`src/rtl/wb_mtimer_pkg.sv`:
```
// Shared definitions for the Wishbone machine timer: register word offsets,
// the control register layout and the byte-lane merge helper.
package wb_mtimer_pkg;

  localparam logic [2:0] MTIME_LO_OFS    = 3'd0;
  localparam logic [2:0] MTIME_HI_OFS    = 3'd1;
  localparam logic [2:0] MTIMECMP_LO_OFS = 3'd2;
  localparam logic [2:0] MTIMECMP_HI_OFS = 3'd3;
  localparam logic [2:0] CTRL_OFS        = 3'd4;

  localparam int DIV_W_MAX = 16;

  // Packs to the CTRL read layout: DIV in [31:16], EN in bit 0.
  typedef struct packed {
    logic [DIV_W_MAX-1:0] div;
    logic [14:0]          rsvd;
    logic                 en;
  } ctrl_t;

  function automatic logic [31:0] byte_merge(input logic [31:0] old_word,
                                             input logic [31:0] new_word,
                                             input logic [3:0]  sel);
    logic [31:0] merged;
    merged = old_word;
    for (int i = 0; i < 4; i++) begin
      if (sel[i]) merged[i*8 +: 8] = new_word[i*8 +: 8];
    end
    return merged;
  endfunction

endpackage

```
`src/rtl/wb_if.sv`:
```
// Pipelined Wishbone B4 bus bundle with master and slave views.
interface wb_if;
  logic        cyc;
  logic        stb;
  logic        we;
  logic [31:0] adr;
  logic [3:0]  sel;
  logic [31:0] dat_m;
  logic [31:0] dat_s;
  logic        ack;
  logic        err;
  logic        stall;

  modport master (output cyc, stb, we, adr, sel, dat_m,
                  input  dat_s, ack, err, stall);
  modport slave  (input  cyc, stb, we, adr, sel, dat_m,
                  output dat_s, ack, err, stall);
endinterface

```
`src/rtl/wb_mtimer_prescaler.sv`:
```
// Divider counter producing one tick every DIV+1 enabled clocks.
module wb_mtimer_prescaler #(
  parameter int DIV_W = 16
) (
  input  logic             clk,
  input  logic             rst,
  input  logic             en,
  input  logic [DIV_W-1:0] div,
  input  logic             div_wr,
  output logic             tick
);

  logic [DIV_W-1:0] count;

  assign tick = en && (count == div);

  // A DIV rewrite restarts the spacing so the new period starts cleanly.
  always_ff @(posedge clk or posedge rst) begin
    if (rst) begin
      count <= '0;
    end else if (!en || div_wr || tick) begin
      count <= '0;
    end else begin
      count <= count + DIV_W'(1);
    end
  end

endmodule

```
`src/rtl/wb_mtimer.sv`:
```
// RISC-V machine timer (mtime/mtimecmp) as a pipelined Wishbone slave,
// driving a registered level interrupt for the core.
module wb_mtimer
  import wb_mtimer_pkg::*;
#(
  parameter int               DIV_W     = 16,
  parameter logic [DIV_W-1:0] DIV_RESET = '0
) (
  input  logic clk,
  input  logic rst,
  wb_if.slave  wb,
  output logic irq_timer
);

  localparam logic [3:0] DIV_SEL_MASK = (DIV_W > 8) ? 4'b1100 : 4'b0100;

  logic [63:0] mtime;
  logic [63:0] mtimecmp;
  ctrl_t       ctrl;
  logic        tick;

  logic        accept;
  logic        mapped;
  logic        wr;
  logic        div_wr;
  logic [2:0]  ofs;
  logic [31:0] rd_data;
  logic [31:0] ctrl_merged;
  logic [63:0] mtime_inc;
  logic [63:0] mtime_next;
  logic        unused_adr;

  assign wb.stall    = 1'b0;
  assign accept      = wb.cyc & wb.stb;
  assign ofs         = wb.adr[4:2];
  assign mapped      = (ofs <= CTRL_OFS);
  assign wr          = accept & wb.we & mapped;
  assign ctrl_merged = byte_merge(ctrl, wb.dat_m, wb.sel);
  assign div_wr      = wr && (ofs == CTRL_OFS) && |(wb.sel & DIV_SEL_MASK);
  assign unused_adr  = ^{wb.adr[31:5], wb.adr[1:0]};

  wb_mtimer_prescaler #(.DIV_W(DIV_W)) u_prescaler (
    .clk    (clk),
    .rst    (rst),
    .en     (ctrl.en),
    .div    (ctrl.div[DIV_W-1:0]),
    .div_wr (div_wr),
    .tick   (tick)
  );

  always_comb begin
    rd_data = '0;
    unique case (ofs)
      MTIME_LO_OFS:    rd_data = mtime[31:0];
      MTIME_HI_OFS:    rd_data = mtime[63:32];
      MTIMECMP_LO_OFS: rd_data = mtimecmp[31:0];
      MTIMECMP_HI_OFS: rd_data = mtimecmp[63:32];
      CTRL_OFS:        rd_data = ctrl;
      default:         rd_data = '0;
    endcase
  end

  // Written bytes override the tick; untouched bytes keep the incremented
  // value, whose carry comes from the pre-write count.
  always_comb begin
    mtime_inc  = mtime + 64'(tick);
    mtime_next = mtime_inc;
    if (wr && ofs == MTIME_LO_OFS) begin
      mtime_next[31:0] = byte_merge(mtime_inc[31:0], wb.dat_m, wb.sel);
    end
    if (wr && ofs == MTIME_HI_OFS) begin
      mtime_next[63:32] = byte_merge(mtime_inc[63:32], wb.dat_m, wb.sel);
    end
  end

  always_ff @(posedge clk or posedge rst) begin
    if (rst) begin
      mtime     <= '0;
      mtimecmp  <= '1;
      ctrl      <= '{div: DIV_W_MAX'(DIV_RESET), rsvd: '0, en: 1'b0};
      irq_timer <= 1'b0;
      wb.ack    <= 1'b0;
      wb.err    <= 1'b0;
      wb.dat_s  <= '0;
    end else begin
      mtime     <= mtime_next;
      irq_timer <= (mtime >= mtimecmp);
      if (wr && ofs == MTIMECMP_LO_OFS) begin
        mtimecmp[31:0] <= byte_merge(mtimecmp[31:0], wb.dat_m, wb.sel);
      end
      if (wr && ofs == MTIMECMP_HI_OFS) begin
        mtimecmp[63:32] <= byte_merge(mtimecmp[63:32], wb.dat_m, wb.sel);
      end
      if (wr && ofs == CTRL_OFS) begin
        ctrl.en  <= ctrl_merged[0];
        ctrl.div <= DIV_W_MAX'(ctrl_merged[16 +: DIV_W]);
      end
      wb.ack   <= accept & mapped;
      wb.err   <= accept & ~mapped;
      wb.dat_s <= (accept & mapped) ? rd_data : '0;
    end
  end

endmodule

```
`src/flat_wrapper.sv`:
```
// flat-port wrapper written by rule: the top's interface ports become plain ports
module wb_mtimer_flat import wb_mtimer_pkg::*;
#(
  parameter int               DIV_W     = 16,
  parameter logic [DIV_W-1:0] DIV_RESET = '0
)
  (clk, rst, irq_timer, wb_cyc, wb_stb, wb_we, wb_adr, wb_sel, wb_dat_m, wb_dat_s, wb_ack, wb_err, wb_stall);
  wb_if wb_i ();
  input  logic clk;
  input  logic rst;
  output logic irq_timer;
  input wire logic [$bits(wb_i.cyc)-1:0] wb_cyc;
  input wire logic [$bits(wb_i.stb)-1:0] wb_stb;
  input wire logic [$bits(wb_i.we)-1:0] wb_we;
  input wire logic [$bits(wb_i.adr)-1:0] wb_adr;
  input wire logic [$bits(wb_i.sel)-1:0] wb_sel;
  input wire logic [$bits(wb_i.dat_m)-1:0] wb_dat_m;
  output wire logic [$bits(wb_i.dat_s)-1:0] wb_dat_s;
  output wire logic [$bits(wb_i.ack)-1:0] wb_ack;
  output wire logic [$bits(wb_i.err)-1:0] wb_err;
  output wire logic [$bits(wb_i.stall)-1:0] wb_stall;
  assign wb_i.cyc = wb_cyc;
  assign wb_i.stb = wb_stb;
  assign wb_i.we = wb_we;
  assign wb_i.adr = wb_adr;
  assign wb_i.sel = wb_sel;
  assign wb_i.dat_m = wb_dat_m;
  assign wb_dat_s = wb_i.dat_s;
  assign wb_ack = wb_i.ack;
  assign wb_err = wb_i.err;
  assign wb_stall = wb_i.stall;
  wb_mtimer #(.DIV_W(DIV_W), .DIV_RESET(DIV_RESET)) u_core (.clk(clk), .rst(rst), .wb(wb_i), .irq_timer(irq_timer));
endmodule
```
`config.mk`:
```
export PLATFORM = sky130hd
export DESIGN_NAME = wb_mtimer_flat
export DESIGN_NICKNAME = d
export VERILOG_FILES = /design/src/rtl/wb_mtimer_pkg.sv /design/src/rtl/wb_if.sv /design/src/rtl/wb_mtimer_prescaler.sv /design/src/rtl/wb_mtimer.sv /design/src/flat_wrapper.sv
export SDC_FILE = /design/constraint.sdc
export NUM_CORES = 1
export LEC_CHECK = 0
export CORE_MARGIN = 2
export CORE_UTILIZATION = 40
export CTS_CLUSTER_SIZE = 40
export DETAILED_ROUTE_END_ITERATION = 8
export GPL_TIMING_DRIVEN = 0
export SLEW_MARGIN = 20
export SYNTH_ARGS = -nofsm -noshare
export SYNTH_HDL_FRONTEND = slang
export SYNTH_SLANG_ARGS = --single-unit
```
`constraint.sdc`:
```
create_clock -name clk -period 8.6 [get_ports clk]
set_input_delay 1.72 -clock clk [delete_from_list [all_inputs] [get_ports clk]]
set_output_delay 1.72 -clock clk [all_outputs]
set_load 0.05 [all_outputs]
```
Word level (Yosys, flattened, before mapping)
Cells that the tools add are included.
{"block": "totals", "reg_bits": 196, "in_bits": 73, "out_inout_bits": 36}
{"block": "op_classes", "add_sub_neg": 2, "order_cmp": 2, "n_eq_ne": 5, "mux": 13, "n_bitwise": 6, "reduce_logical": 23}
{"operator": "$pmux 32 s5", "n": 1}
{"operator": "$mux 32", "n": 3}
{"operator": "$add 64x1->64", "n": 1}
{"operator": "$ge 64x64->1", "n": 1}
{"operator": "$mux 8", "n": 8}
{"operator": "$reduce_and 2->1", "n": 11}
{"operator": "$add 16x1->16 const B", "n": 1}
{"operator": "$eq 16x16->1", "n": 1}
{"operator": "$mux 16", "n": 1}
{"operator": "$logic_and 1x1->1", "n": 7}
{"operator": "$eq 3x2->1 const B", "n": 2}
{"operator": "$and 1x1->1", "n": 5}
{"operator": "$eq 3x1->1 const B", "n": 1}
{"operator": "$eq 3x3->1 const B", "n": 1}
{"operator": "$le 3x3->1 const B", "n": 1}
{"operator": "$logic_not 3->1", "n": 1}
{"operator": "$logic_or 1x1->1", "n": 2}
{"operator": "$reduce_or 2->1", "n": 1}
{"operator": "$logic_not 1->1", "n": 1}
{"operator": "$not 1->1", "n": 1}

Depth between registers and ports, before layout
{"block": "depth", "ltp_word": 8, "depth_mapped": 12}

Modules after synthesis
Synthesis repeated with hierarchy kept, for this count alone.
{"block": "hier_totals", "cells_unflattened": 1133, "hier_area_um2": 11272.1}
{"mod": "wb_mtimer", "n_inst": 1, "cells_each": 1034, "area_per_inst_um2": 10328.7}
{"mod": "wb_mtimer_prescaler", "n_inst": 1, "cells_each": 99, "area_per_inst_um2": 943.4}

Least setup slack after synthesis
OpenSTA, ideal clock, no wires.
{"block": "synth_timing", "path_type": "input port to flip-flop", "start": "in wb_adr[4]", "end": "reg u_core.mtime[48]", "setup_time_ns": 0.122, "arrival_time_ns": 3.071, "slack_ns": 5.407, "path_stages": 8, "path_buffers": 2, "path_cell_list": "nand4b_1 > nor3b_2 > and2_1 > clkbuf_1 > buf_2 > nor3b_1 > a21oi_1 > nand2_1"}
{"block": "synth_between", "elab_chain_len": 4}
{"element": "start, declared", "line_no": "flat_wrapper.sv:15", "text": "input wire logic [$bits(wb_i.adr)-1:0] wb_adr;"}
{"element": "$le 3x3->1", "line_no": "wb_mtimer.sv:36", "text": "assign mapped = (ofs <= CTRL_OFS);"}
{"element": "$and 1x1->1", "line_no": "wb_mtimer.sv:37", "text": "assign wr = accept & wb.we & mapped;"}
{"element": "$logic_and 1x1->1 *", "line_no": "wb_mtimer.sv:71", "text": "if (wr && ofs == MTIME_HI_OFS) begin"}
{"element": "$mux 32 *", "line_no": "wb_mtimer.sv:71"}
{"element": "net u_core.mtime_next[48]", "line_no": "wb_mtimer.sv:30", "text": "logic [63:0] mtime_next;"}
{"element": "end signal, assigned", "line_no": "wb_mtimer.sv:86", "text": "mtime <= mtime_next;"}
{"element": "end, declared", "line_no": "wb_mtimer.sv:17", "text": "logic [63:0] mtime;"}
Mark *: on every way through the listed nets, which the timed path passes. The rest lies on a longest branch.
A chain may end at the register's enable or synchronous reset.

Worst setup path in the final report
{"block": "layout_timing", "start": "in wb_adr[4]", "end": "reg u_core.u_prescaler.count[10]"}
{"block": "layout_between", "elab_chain_len": 7}
{"element": "$le 3x3->1", "line_no": "wb_mtimer.sv:36"}
{"element": "$and 1x1->1", "line_no": "wb_mtimer.sv:37"}
{"element": "$logic_and 1x1->1 * (2 in series)", "line_no": "wb_mtimer.sv:39", "text": "assign div_wr = wr && (ofs == CTRL_OFS) && |(wb.sel & DIV_SEL_MASK);"}
{"element": "$logic_or 1x1->1 * (2 in series)", "line_no": "wb_mtimer_prescaler.sv:21", "text": "end else if (!en || div_wr || tick) begin"}
{"element": "$mux 16 *", "line_no": "wb_mtimer_prescaler.sv:21"}
{"element": "end signal, assigned", "line_no": "wb_mtimer_prescaler.sv:24", "text": "count <= count + DIV_W'(1);"}
{"element": "end, declared", "line_no": "wb_mtimer_prescaler.sv:13", "text": "logic [DIV_W-1:0] count;"}
Every way passes the cells marked *; elsewhere a longest branch is shown, timed or not.

==> run metrics <==
status=completed; XOR/XNOR Fraction of Synth Area=5.644%; HP Class=reg2reg; Switching Share=33.64%; TritonRoute pass-1 iters=5; Pwr Total=2.624 mW; io pins=109; antenna violations before repair=2; Crit path buffers/inverters=3; die area=0.03008 mm²; Crit. End Element=register; max incr delay on CP=0.92 ns; pwr/cell area=196.3 mW/mm²; vias in the first global route=9,277; adder-cell area share of the yosys netlist=roughly 7.3%; worst slew pin tran=1.189 ns; CTS tree=done; largest net degree at the start of global routing=100; CP delay by family, top=simple AND/OR/NAND/NOR gates; final cell count without fillers=1,636; Post-CTS Resized=0; Avg WL per Cell=slightly below 20 µm; combinational family with the most area after synthesis=simple AND/OR/NAND/NOR gates; LEAKAGE=5.414 nW; critical path arrival=between 4 and 5 ns; clk root buf=clkbuf_16; deepest clock path buffer count=2; Primary FF master, synth=dfrtp_1; crit path kind=in2reg; CTS Buf Count=17; # port buffers=76; Final Hold Fails=0; sequential fraction of the synthesis area=a little over two fifths; H-tree levels=4; maximum vdd drop=0.1004 mV; Crit Path Max Fanout=10; Tmin final=~4.5 ns; Mapped Cells=1,140; initial core utilization=40.34%; die height=173.4 µm; count leader, synth=dfrtp_1; syn nets=1,280; Slew Viols, Final=0; TritonCTS Sinks=196; fraction of registers with async set/reset=between 90% and 100%; Clk pwr share=a little under a third; simple-gate share of the synthesized area=17.56%; fmax=between 0.2 and 0.25 GHz; Seq cells post-synth=~200; synth warn=15; slowest stage cell, crit path=nor4_1; Int Pwr=1.741 mW; DRT Wirelength=around 32,000 µm; first-pass GRT wire length=51,190 µm; synthesized cell area=between 0.01 and 0.015 mm²; Rows=62; Worst Path Required=8.93 ns; Comb power frac=25.3%; Worst slew margin=20.02%; layout cell share with drive strength beyond 1=17.28%; post-synthesis compound-gate area fraction=9.839%; Layout Nets=approximately 1,400; ANT nets after route=0; CP cell instances=clkdlybuf4s50_1 > clkbuf_1 > nand2_1 > nor4_1 > o21ai_0 > nand3b_1 > buf_2 > nor2_1; final period utilization=52.25%; top cells by instance count after synthesis=132 x dfrtp_1, 93 x nor2_1, 85 x nand2_1, 82 x mux2_2, 74 x inv_1; Worst Skew=0.01504 ns; placed insts=around 1,600; Tot GR Track Use=between 20% and 30%; latest clock arrival within the worst-skew pair=0.45 ns; syn avg cell area=10.07 µm²; final setup vio count=0; drt via density=5.487; core area=0.02847 mm²; clk slew on worst S/H paths=approximately 0.08 ns; Final HPWL DP=about 24,000 µm; number of flops mapped to enable cells by yosys=0; post-synth top area cell=dfrtp_1; synth unique cells=54; RePlAce Congestion=0.9083; DR vias=8,977; initial DRC count=660; RSZ-0062 raised after global routing=false; Startpoint Class=primary input; grt ovf=0; post-synth top area share=between 20 and 30%; Setup Buffers After CTS=0; Synth area leaders=dfrtp_1 29%, dfstp_2 15%, mux2_2 8.0%; post-synthesis mux area share=between 10% and 20%; CTS Hold Bufs=0; sequential power share=44.7%; Residual DRC=0; Die Wd=about 170 µm; Max Cap Viol=0; P_sw=882.7 µW; Synth-to-Final Area Change=16.39%
path summary, 6_finish.rpt:
path / cells after the start / slack (ns) / end / start
setup / recovery: 8 / 4.11 / u_core.u_prescaler.count[10] / wb_adr[4]
hold / removal: 2 / 0.50 / u_core.mtimecmp[47] / u_core.mtimecmp[47]
setup reg to reg: 12 / 4.33 / u_core.mtime[44] / u_core.ctrl[16]
hold reg to reg: 2 / 0.50 / u_core.mtimecmp[47] / u_core.mtimecmp[47]
max in group asynchronous: 4 / 5.86 / u_core.mtimecmp[0] / rst
min in group asynchronous: 2 / 1.59 / u_core.u_prescaler.count[12] / rst
kinds of logic (layout without fill, tap and decap cells):
family | count (synthesis) | in the layout
AOI/OAI and AO/OA | 179 | 179
DFF | 196 | 196
adders and majority gates | 67 | 67
buffers and inverters | 120 | 230
other | 1 | 3
xor gates and xnor gates | 74 | 74
muxes | 110 | 110
and+or+nand+nor | 393 | 393
power by group through the flow:
stage / sequential (mW) / clock [mW] / combinational, mW
after global placement: 1.18 / 0 / 0.641
after floorplan: 1.17 / 0 / 0.462
after detailed placement: 1.19 / 0 / 0.657
final: 1.17 / 0.788 / 0.663
after global routing: 1.19 / 0.842 / 0.746
after CTS: 1.17 / 0.802 / 0.662
state kept, by name, summed over array words and instances, names as in the netlist:
name / count
u_core.wb.err: 1
u_core.irq_timer: 1
u_core.wb.dat_s: 32
u_core.u_prescaler.count: 16
u_core.wb.ack: 1
u_core.ctrl: 17
u_core.mtimecmp: 64
u_core.mtime: 64
through the flow:
stage	area (µm²)	util [%]	setup WS, ns	hold slack (ns)	setup TNS [ns]
6_report	13370	46.95	4.106	0.4980	0
3_3_place_gp	12720	44.70	-1.408	0.4743	-181.72
2_1_floorplan	11480	-	1.645	0.4642	0
4_1_cts	13360	46.93	4.300	0.5014	0
5_1_grt	13360	46.94	4.096	0.5161	0
3_5_place_dp	12790	44.92	3.784	0.4898	0
routing by layer:
metal	global-route usage, %	part of all wire, %
met1	29.02	45
met2	35.68	47
met3	4.254	4.8
met4	7.980	2.8
met5	0	0
layout by cell type, fill, tap and decap left out, types with 17 or more instances in the layout:
master and count:
a22oi_1 34, dfstp_2 64, nand4_1 34, a21oi_1 71, nor2_1 93, nand2_1 85
o21ai_0 29, clkdlybuf4s50_1 76, clkbuf_16 17, and2_1 30, mux2_2 82, inv_1 73
and3_1 19, ha_1 67, dfrtp_1 132, xor2_1 50, clkbuf_1 37, o22a_1 17
xnor2_1 24, nand3_1 70
worst min-delay path: cells and delay by family (launching register included):
family	cells	cell delay, ns
simple gates	1	0.04
flops	1	0.38
compound gates	1	0.07
cell type report:
type                    count  area (µm²)
repair buffers             78       815.8
well taps                 384       480.5
plain buffers              46       187.7
inverters                  74       285.3
diodes                      2       5.005
fillers                  2712       15100
multi-input cells         824        6033
flip-flops and latches    196        4985
clock buffers              18       429.2
clock inverters            14       143.9
(Power assumes the default switching activity.)
